`src/rtl/sa_pkg.sv`:
```
// Shared types and width helpers for the fused weight-stationary PE.
package sa_pkg;

  typedef enum logic [1:0] {
    MODE_1X  = 2'b00,
    MODE_2X  = 2'b01,
    MODE_4X  = 2'b10,
    MODE_ILL = 2'b11
  } pe_mode_e;

  // The illegal encoding runs as a single full-width lane.
  function automatic int lane_cnt(pe_mode_e m);
    case (m)
      MODE_2X: return 2;
      MODE_4X: return 4;
      default: return 1;
    endcase
  endfunction

  function automatic int seg_in_w(int data_w, int row);
    return data_w / 2 + row - 1;
  endfunction

  function automatic int seg_out_w(int data_w, int row);
    return seg_in_w(data_w, row) + 1;
  endfunction

endpackage

```
`src/rtl/sa_pe_fused_if.sv`:
```
// PE-to-PE bus: activation/weight path in, registered copies out, psum in/out.
interface sa_pe_fused_if #(
  parameter int DATA_W    = 8,
  parameter int ROW_INDEX = 1
);
  import sa_pkg::*;
  localparam int SEG_IN  = seg_in_w(DATA_W, ROW_INDEX);
  localparam int SEG_OUT = seg_out_w(DATA_W, ROW_INDEX);

  logic [DATA_W-1:0]    act_in;
  logic                 act_valid_in;
  logic [DATA_W-1:0]    act_out;
  logic                 act_valid_out;
  logic                 w_load;
  logic [1:0]           mode_in;
  logic                 w_swap_in;
  logic                 w_swap_out;
  logic                 sx;
  logic                 sy;
  logic [4*SEG_IN-1:0]  psum_in;
  logic                 psum_valid_in;
  logic [4*SEG_OUT-1:0] psum_out;
  logic                 psum_valid_out;
  logic                 err;

  modport master (
    output act_in, act_valid_in, w_load, mode_in, w_swap_in, sx, sy,
           psum_in, psum_valid_in,
    input  act_out, act_valid_out, w_swap_out, psum_out, psum_valid_out, err
  );

  modport slave (
    input  act_in, act_valid_in, w_load, mode_in, w_swap_in, sx, sy,
           psum_in, psum_valid_in,
    output act_out, act_valid_out, w_swap_out, psum_out, psum_valid_out, err
  );
endinterface

```
`src/rtl/sa_fused_mult.sv`:
```
// Combinational multiplier from DATA_W/4-bit signed bricks, regrouped per precision
// mode; each lane product is fully extended and placed on its psum segments.
module sa_fused_mult import sa_pkg::*; #(
  parameter int DATA_W  = 8,
  parameter int SEG_OUT = 5
) (
  input  logic [DATA_W-1:0]        a_i,
  input  logic [DATA_W-1:0]        b_i,
  input  pe_mode_e                 mode_i,
  input  logic                     sx_i,
  input  logic                     sy_i,
  output logic [3:0][SEG_OUT-1:0]  prod_o
);
  localparam int Q  = DATA_W / 4;
  localparam int PW = 4 * SEG_OUT;

  int                  lanes;
  logic [1:0]          lane_of [4];
  logic [1:0]          off     [4];
  logic [3:0]          top;
  logic signed [Q:0]   ax [4];
  logic signed [Q:0]   bx [4];
  logic signed [2*Q+1:0] pp;
  logic signed [PW-1:0]  t;
  logic signed [PW-1:0]  lane_p [4];

  always_comb begin
    lanes = lane_cnt(mode_i);
    for (int j = 0; j < 4; j++) lane_of[j] = 2'((j * lanes) >> 2);
    off[0] = 2'd0;
    for (int j = 1; j < 4; j++)
      off[j] = (lane_of[j] == lane_of[j-1]) ? off[j-1] + 2'd1 : 2'd0;
    for (int j = 0; j < 3; j++) top[j] = lane_of[j+1] != lane_of[j];
    top[3] = 1'b1;
    // Only the top quarter of a signed lane carries a sign; lower quarters are magnitude.
    for (int j = 0; j < 4; j++) begin
      ax[j] = {sx_i & top[j] & a_i[j*Q+Q-1], a_i[j*Q +: Q]};
      bx[j] = {sy_i & top[j] & b_i[j*Q+Q-1], b_i[j*Q +: Q]};
    end
    pp = '0;
    t  = '0;
    for (int l = 0; l < 4; l++) lane_p[l] = '0;
    for (int i = 0; i < 4; i++)
      for (int j = 0; j < 4; j++)
        if (lane_of[i] == lane_of[j]) begin
          pp = ax[i] * bx[j];
          t  = pp;
          lane_p[lane_of[i]] = lane_p[lane_of[i]] + (t <<< (Q * (int'(off[i]) + int'(off[j]))));
        end
  end

  always_comb begin
    prod_o = '0;
    case (mode_i)
      MODE_4X: for (int l = 0; l < 4; l++) prod_o[l] = lane_p[l][SEG_OUT-1:0];
      MODE_2X: for (int h = 0; h < 2; h++)
                 {prod_o[2*h+1], prod_o[2*h]} = lane_p[h][2*SEG_OUT-1:0];
      default: prod_o = lane_p[0];
    endcase
  end
endmodule

```
`src/rtl/sa_pe_fused.sv`:
```
// Weight-stationary PE: double-buffered weight/mode, product stage, psum-add stage,
// sticky protocol error.
module sa_pe_fused import sa_pkg::*; #(
  parameter int DATA_W    = 8,
  parameter int ROW_INDEX = 1
) (
  input  logic          clk,
  input  logic          reset,
  sa_pe_fused_if.slave  pe
);
  localparam int SEG_IN  = seg_in_w(DATA_W, ROW_INDEX);
  localparam int SEG_OUT = seg_out_w(DATA_W, ROW_INDEX);

  typedef struct packed {
    pe_mode_e                mode;
    logic                    sgn;
    logic [3:0][SEG_OUT-1:0] prod;
  } s1_t;

  logic [DATA_W-1:0]       act_q, shw_q, actw_q;
  pe_mode_e                shm_q, actm_q;
  logic                    avld_q, swp_q, err_q, err_d;
  logic [1:0]              vld_pipe_q;
  s1_t                     s1_q, s1_d;
  logic [3:0][SEG_OUT-1:0] prod, sum_d, psum_q;
  logic [3:0][SEG_IN-1:0]  pin;

  sa_fused_mult #(.DATA_W(DATA_W), .SEG_OUT(SEG_OUT)) u_mult (
    .a_i(pe.act_in), .b_i(actw_q), .mode_i(actm_q),
    .sx_i(pe.sx), .sy_i(pe.sy), .prod_o(prod)
  );

  assign pin = pe.psum_valid_in ? pe.psum_in : '0;

  always_comb begin
    s1_d.mode = actm_q;
    s1_d.sgn  = pe.sx | pe.sy;
    s1_d.prod = prod;
  end

  // Psum fields are widened by one bit per segment they span.
  always_comb begin
    sum_d = '0;
    case (s1_q.mode)
      MODE_4X: for (int l = 0; l < 4; l++)
                 sum_d[l] = s1_q.prod[l] + {s1_q.sgn & pin[l][SEG_IN-1], pin[l]};
      MODE_2X: for (int h = 0; h < 2; h++)
                 {sum_d[2*h+1], sum_d[2*h]} = {s1_q.prod[2*h+1], s1_q.prod[2*h]}
                   + {{2{s1_q.sgn & pin[2*h+1][SEG_IN-1]}}, pin[2*h+1], pin[2*h]};
      default: sum_d = s1_q.prod + {{4{s1_q.sgn & pin[3][SEG_IN-1]}}, pin};
    endcase
  end

  always_comb begin
    err_d = err_q
          | (pe.psum_valid_in & ~vld_pipe_q[0])
          | (actm_q == MODE_ILL)
          | (pe.w_swap_in & vld_pipe_q[0] & (s1_q.mode != shm_q));
  end

  always_ff @(posedge clk or negedge reset) begin
    if (!reset) begin
      act_q      <= '0;
      avld_q     <= 1'b0;
      swp_q      <= 1'b0;
      vld_pipe_q <= '0;
      s1_q       <= '0;
      psum_q     <= '0;
      err_q      <= 1'b0;
      shw_q      <= '0;
      actw_q     <= '0;
      shm_q      <= MODE_1X;
      actm_q     <= MODE_1X;
    end else begin
      act_q      <= pe.act_in;
      avld_q     <= pe.act_valid_in;
      swp_q      <= pe.w_swap_in;
      vld_pipe_q <= {vld_pipe_q[0], pe.act_valid_in};
      s1_q       <= s1_d;
      err_q      <= err_d;
      if (vld_pipe_q[0]) psum_q <= sum_d;
      // Swap reads the shadow before a same-cycle load overwrites it.
      if (pe.w_swap_in) begin
        actw_q <= shw_q;
        actm_q <= shm_q;
      end
      if (pe.w_load) begin
        shw_q <= pe.act_in;
        shm_q <= pe_mode_e'(pe.mode_in);
      end
    end
  end

  assign pe.act_out        = act_q;
  assign pe.act_valid_out  = avld_q;
  assign pe.w_swap_out     = swp_q;
  assign pe.psum_out       = psum_q;
  assign pe.psum_valid_out = vld_pipe_q[1];
  assign pe.err            = err_q;
endmodule

```
`src/flat_wrapper.sv`:
```
// flat-port wrapper written by rule: the top's interface ports become plain ports
module sa_pe_fused_flat import sa_pkg::*;
#(
  parameter int DATA_W    = 8,
  parameter int ROW_INDEX = 1
)
  (clk, reset, pe_act_in, pe_act_valid_in, pe_w_load, pe_mode_in, pe_w_swap_in, pe_sx, pe_sy, pe_psum_in, pe_psum_valid_in, pe_act_out, pe_act_valid_out, pe_w_swap_out, pe_psum_out, pe_psum_valid_out, pe_err);
  sa_pe_fused_if #(.DATA_W(DATA_W), .ROW_INDEX(ROW_INDEX)) pe_i ();
  input  logic clk;
  input  logic reset;
  input wire logic [$bits(pe_i.act_in)-1:0] pe_act_in;
  input wire logic [$bits(pe_i.act_valid_in)-1:0] pe_act_valid_in;
  input wire logic [$bits(pe_i.w_load)-1:0] pe_w_load;
  input wire logic [$bits(pe_i.mode_in)-1:0] pe_mode_in;
  input wire logic [$bits(pe_i.w_swap_in)-1:0] pe_w_swap_in;
  input wire logic [$bits(pe_i.sx)-1:0] pe_sx;
  input wire logic [$bits(pe_i.sy)-1:0] pe_sy;
  input wire logic [$bits(pe_i.psum_in)-1:0] pe_psum_in;
  input wire logic [$bits(pe_i.psum_valid_in)-1:0] pe_psum_valid_in;
  output wire logic [$bits(pe_i.act_out)-1:0] pe_act_out;
  output wire logic [$bits(pe_i.act_valid_out)-1:0] pe_act_valid_out;
  output wire logic [$bits(pe_i.w_swap_out)-1:0] pe_w_swap_out;
  output wire logic [$bits(pe_i.psum_out)-1:0] pe_psum_out;
  output wire logic [$bits(pe_i.psum_valid_out)-1:0] pe_psum_valid_out;
  output wire logic [$bits(pe_i.err)-1:0] pe_err;
  assign pe_i.act_in = pe_act_in;
  assign pe_i.act_valid_in = pe_act_valid_in;
  assign pe_i.w_load = pe_w_load;
  assign pe_i.mode_in = pe_mode_in;
  assign pe_i.w_swap_in = pe_w_swap_in;
  assign pe_i.sx = pe_sx;
  assign pe_i.sy = pe_sy;
  assign pe_i.psum_in = pe_psum_in;
  assign pe_i.psum_valid_in = pe_psum_valid_in;
  assign pe_act_out = pe_i.act_out;
  assign pe_act_valid_out = pe_i.act_valid_out;
  assign pe_w_swap_out = pe_i.w_swap_out;
  assign pe_psum_out = pe_i.psum_out;
  assign pe_psum_valid_out = pe_i.psum_valid_out;
  assign pe_err = pe_i.err;
  sa_pe_fused #(.DATA_W(DATA_W), .ROW_INDEX(ROW_INDEX)) u_core (.clk(clk), .reset(reset), .pe(pe_i));
endmodule
```
`config.mk`:
```
export PLATFORM = sky130hd
export DESIGN_NAME = sa_pe_fused_flat
export DESIGN_NICKNAME = d
export VERILOG_FILES = /design/src/rtl/sa_pkg.sv /design/src/rtl/sa_pe_fused_if.sv /design/src/rtl/sa_fused_mult.sv /design/src/rtl/sa_pe_fused.sv /design/src/flat_wrapper.sv
export SDC_FILE = /design/constraint.sdc
export NUM_CORES = 1
export LEC_CHECK = 0
export ABC_AREA = 0
export BUFFER_PORTS_ARGS = -buffer_cell sky130_fd_sc_hd__buf_2
export CELL_PAD_IN_SITES_DETAIL_PLACEMENT = 0
export CELL_PAD_IN_SITES_GLOBAL_PLACEMENT = 2
export CORE_MARGIN = 1.5
export CORE_UTILIZATION = 35
export DETAILED_ROUTE_END_ITERATION = 10
export HOLD_SLACK_MARGIN = 0.03
export PLACE_DENSITY_LB_ADDON = 0.1
export REMOVE_ABC_BUFFERS = 1
export SYNTH_ARGS = -nofsm -noshare
export SYNTH_HDL_FRONTEND = slang
export SYNTH_SLANG_ARGS = --single-unit
```
`constraint.sdc`:
```
create_clock -name clk -period 19.78 [get_ports clk]
set_clock_uncertainty 0.1 [all_clocks]
set_input_delay 0 -clock clk [delete_from_list [all_inputs] [get_ports clk]]
set_output_delay 0 -clock clk [all_outputs]
set_load 0.02 [all_outputs]
```
==> impl_metrics.json <==
{
  "synth_mux_area_frac": 0.0285,
  "reg2reg_from": "u_core.actm_q[0]",
  "cp_num_buf_inv": 12,
  "slowest_stage": "fa_1",
  "clockRootBuffer": "clkbuf_16",
  "yosys_warnings": 0,
  "synth_edf_count": 0,
  "cp.depth": 98,
  "crit_type": "flip-flop to flip-flop",
  "final_area_um2": 30700,
  "min_period_ps": 18870,
  "std_cell_rows": 97,
  "cts_buffers": 9,
  "grt_pass1_vias": 25900,
  "dpl_cell_area_um2": 29000,
  "synth.distinct_cells": 83,
  "worst_pin_slew_ps": 1010,
  "grt_first_pass_wirelength_um": 148000,
  "synth_top_family_by_area": "adder cells",
  "nNetsFinal": 4381,
  "syn_area_per_cell_um2": 7.18,
  "start_util": 0.354,
  "finalHoldViolCount": 0,
  "cts-htree-levels": 3,
  "maxSlewViolCount": 0,
  "max_freq_mhz": 53.0,
  "cts_buffer_depth": 2,
  "async_reset_ff_frac": 1.00,
  "synth-main-ff-cell": "dfrtp_1",
  "endpoint_kind": "flip-flop",
  "diodes": 0,
  "clock_latency_ps": 350,
  "detail-route-antenna-nets": 0,
  "drc": 0,
  "critPathLaunch": "u_core.actm_q[0]",
  "cpMostUsedCell": "ha_1",
  "grt_use_total": 0.257,
  "dpl.hpwl_um": 77800,
  "port_buffers": 65,
  "antenna_found_initial": 2,
  "grt_max_degree": 133,
  "regToRegSetupSlack_ps": 910,
  "die_w_um": 270,
  "critPathTopFamily": "adder cells",
  "hold_start": "pe_w_load",
  "via_per_inst": 5.39,
  "relSlewSlack": 0.326,
  "die_h_um": 270,
  "ys_seq_elements": 75,
  "vias": 26000,
  "post-synth-top-area-cell": "ha_1",
  "synth-compound-area-share": 0.259,
  "clock-sinks": 75,
  "pin_count": 66,
  "post_synth_and_or_nand_nor_area_fraction": 0.199,
  "drive_gt1_frac": 0.202,
  "hold_end": "u_core.shw_q[4]",
  "max_stage_delay_ps": 580,
  "hold_slack_ps": 38.7,
  "finalSetupViolCount": 0,
  "die_area_um2": 72800,
  "status": "finished clean",
  "clkTransAtPathRegs_ps": 70,
  "fin_crit_sh": 0.954,
  "critPathArrivalTime_ps": 18980,
  "syn_inst": 3470,
  "cap_violations": 0,
  "final_cell_mix": "440 x buf_4, 382 x nand2_1, 365 x ha_1",
  "synth_xor_area_frac": 0.108,
  "mostFrequentLayoutCell": "buf_4",
  "synth_area_leaders": "ha_1 20%, dfrtp_1 7.5%, xnor2_1 7.4%",
  "synth_top_area_frac": 0.197,
  "postRouteWirelength_um": 96500,
  "drt_first_pass_iters": 9,
  "cts_tree": "built",
  "rr_endpoint": "u_core.s1_q[19]",
  "syn_area_um2": 24900,
  "whs_path_depth": 2,
  "ys_seq_area_frac": 0.0754,
  "overflow": 0,
  "rr_worst_depth": 98,
  "place.gp.congestion": 0.900,
  "core-area_um2": 70300,
  "hold_class": "input pin to flip-flop",
  "syn2layout_area_growth_pct": 23.1,
  "cp_max_fo": 5,
  "wire_per_inst_um": 20.1,
  "critPathLaunchType": "flip-flop",
  "critical_path_required_ps": 19890,
  "synth_fa_ha_area_frac": 0.265,
  "drtIter0Drc": 1481
}
## repair_timing
item,4_1_cts,5_1_grt
hold buffers,17,0
endpoints found under the setup margin,1,7
resized for setup,8,194
hold endpoints to repair,92,0
pin swaps,0,120
buffers inserted,0,39
## synth_stat cells (all sizes together) (31+ instances only)
| cell | instances |
|---|---|
| ha | 393 |
| nand2 | 384 |
| o21ai | 307 |
| nor2 | 305 |
| inv | 295 |
| a21oi | 286 |
| xnor2 | 213 |
| a21o | 134 |
| clkbuf | 110 |
| and2 | 93 |
| xor2 | 87 |
| fa | 84 |
| dfrtp | 75 |
| nand3 | 47 |
| nor3 | 46 |
| or2 | 42 |
| o21a | 38 |
| nand2b | 35 |
| mux2i | 34 |
| nor2b | 34 |
| o21bai | 34 |
| and3 | 33 |
| mux2 | 31 |
## sequential cells by signal, indices dropped and copies added (netlist names)
signal	flops
u_core.actw_q	8
u_core.actm_q	2
u_core.pe.err	1
u_core.shm_q	2
u_core.pe.psum_out	20
u_core.pe.w_swap_out	1
u_core.pe.act_out	8
u_core.s1_q	23
u_core.vld_pipe_q	2
u_core.shw_q	8
## worst register-to-register path, delay by kind of cell (launching register included)
family                   cells  cell delay, ps
XOR/XNOR                    14            2240
adder cells (fa/ha/maj)     21            6790
AND/OR/NAND/NOR             23            3310
buffers and inverters       12            1410
AO/OA/AOI/OAI               28            4430
flip-flops                   1             390
## worst max path at each step
stage	endpoint	slack [ps]
finish	u_core.s1_q[19]	910
global route	u_core.s1_q[19]	-170
CTS	u_core.s1_q[19]	1
detailed placement	u_core.s1_q[19]	40
global placement	u_core.s1_q[19]	270
floorplan	u_core.s1_q[19]	-7430
## kinds of logic after synthesis
logic type               count (synthesis)
XOR/XNOR                               302
AND/OR/NAND/NOR                       1079
other                                    1
flip-flops                              75
multiplexers                            65
buffers and inverters                  430
AO/OA/AOI/OAI                         1041
adder cells (fa/ha/maj)                477
## through the flow
stage	setup TNS, ps	cells	util	worst slack [ps]
4_1_cts	0	4776	0.419	1.05
6_report	0	4815	0.436	911
5_1_grt	-175	4815	0.436	-175
3_3_place_gp	0	4743	0.412	269
2_1_floorplan	-76760	3337	-	-7430
3_5_place_dp	0	4743	0.412	40.6
## cell type report
cell class	count	area, µm²
Clock buffer	9	225
Timing Repair Buffer	522	3810
Inverter	296	1110
Fill cell	7315	39600
Multi-Input combinational cell	2966	22400
Clock inverter	7	81.3
Sequential cell	75	1880
Tap cell	940	1180
## layer usage
layer	track usage	share of wire
met4	0.0560	0.022
met2	0.450	0.48
met3	0.0167	0.032
met5	0	0
met1	0.344	0.47
Power is left out: the tool's default activity adds up to more than one toggle a clock period on the data nets, which glitch-free logic cannot reach.
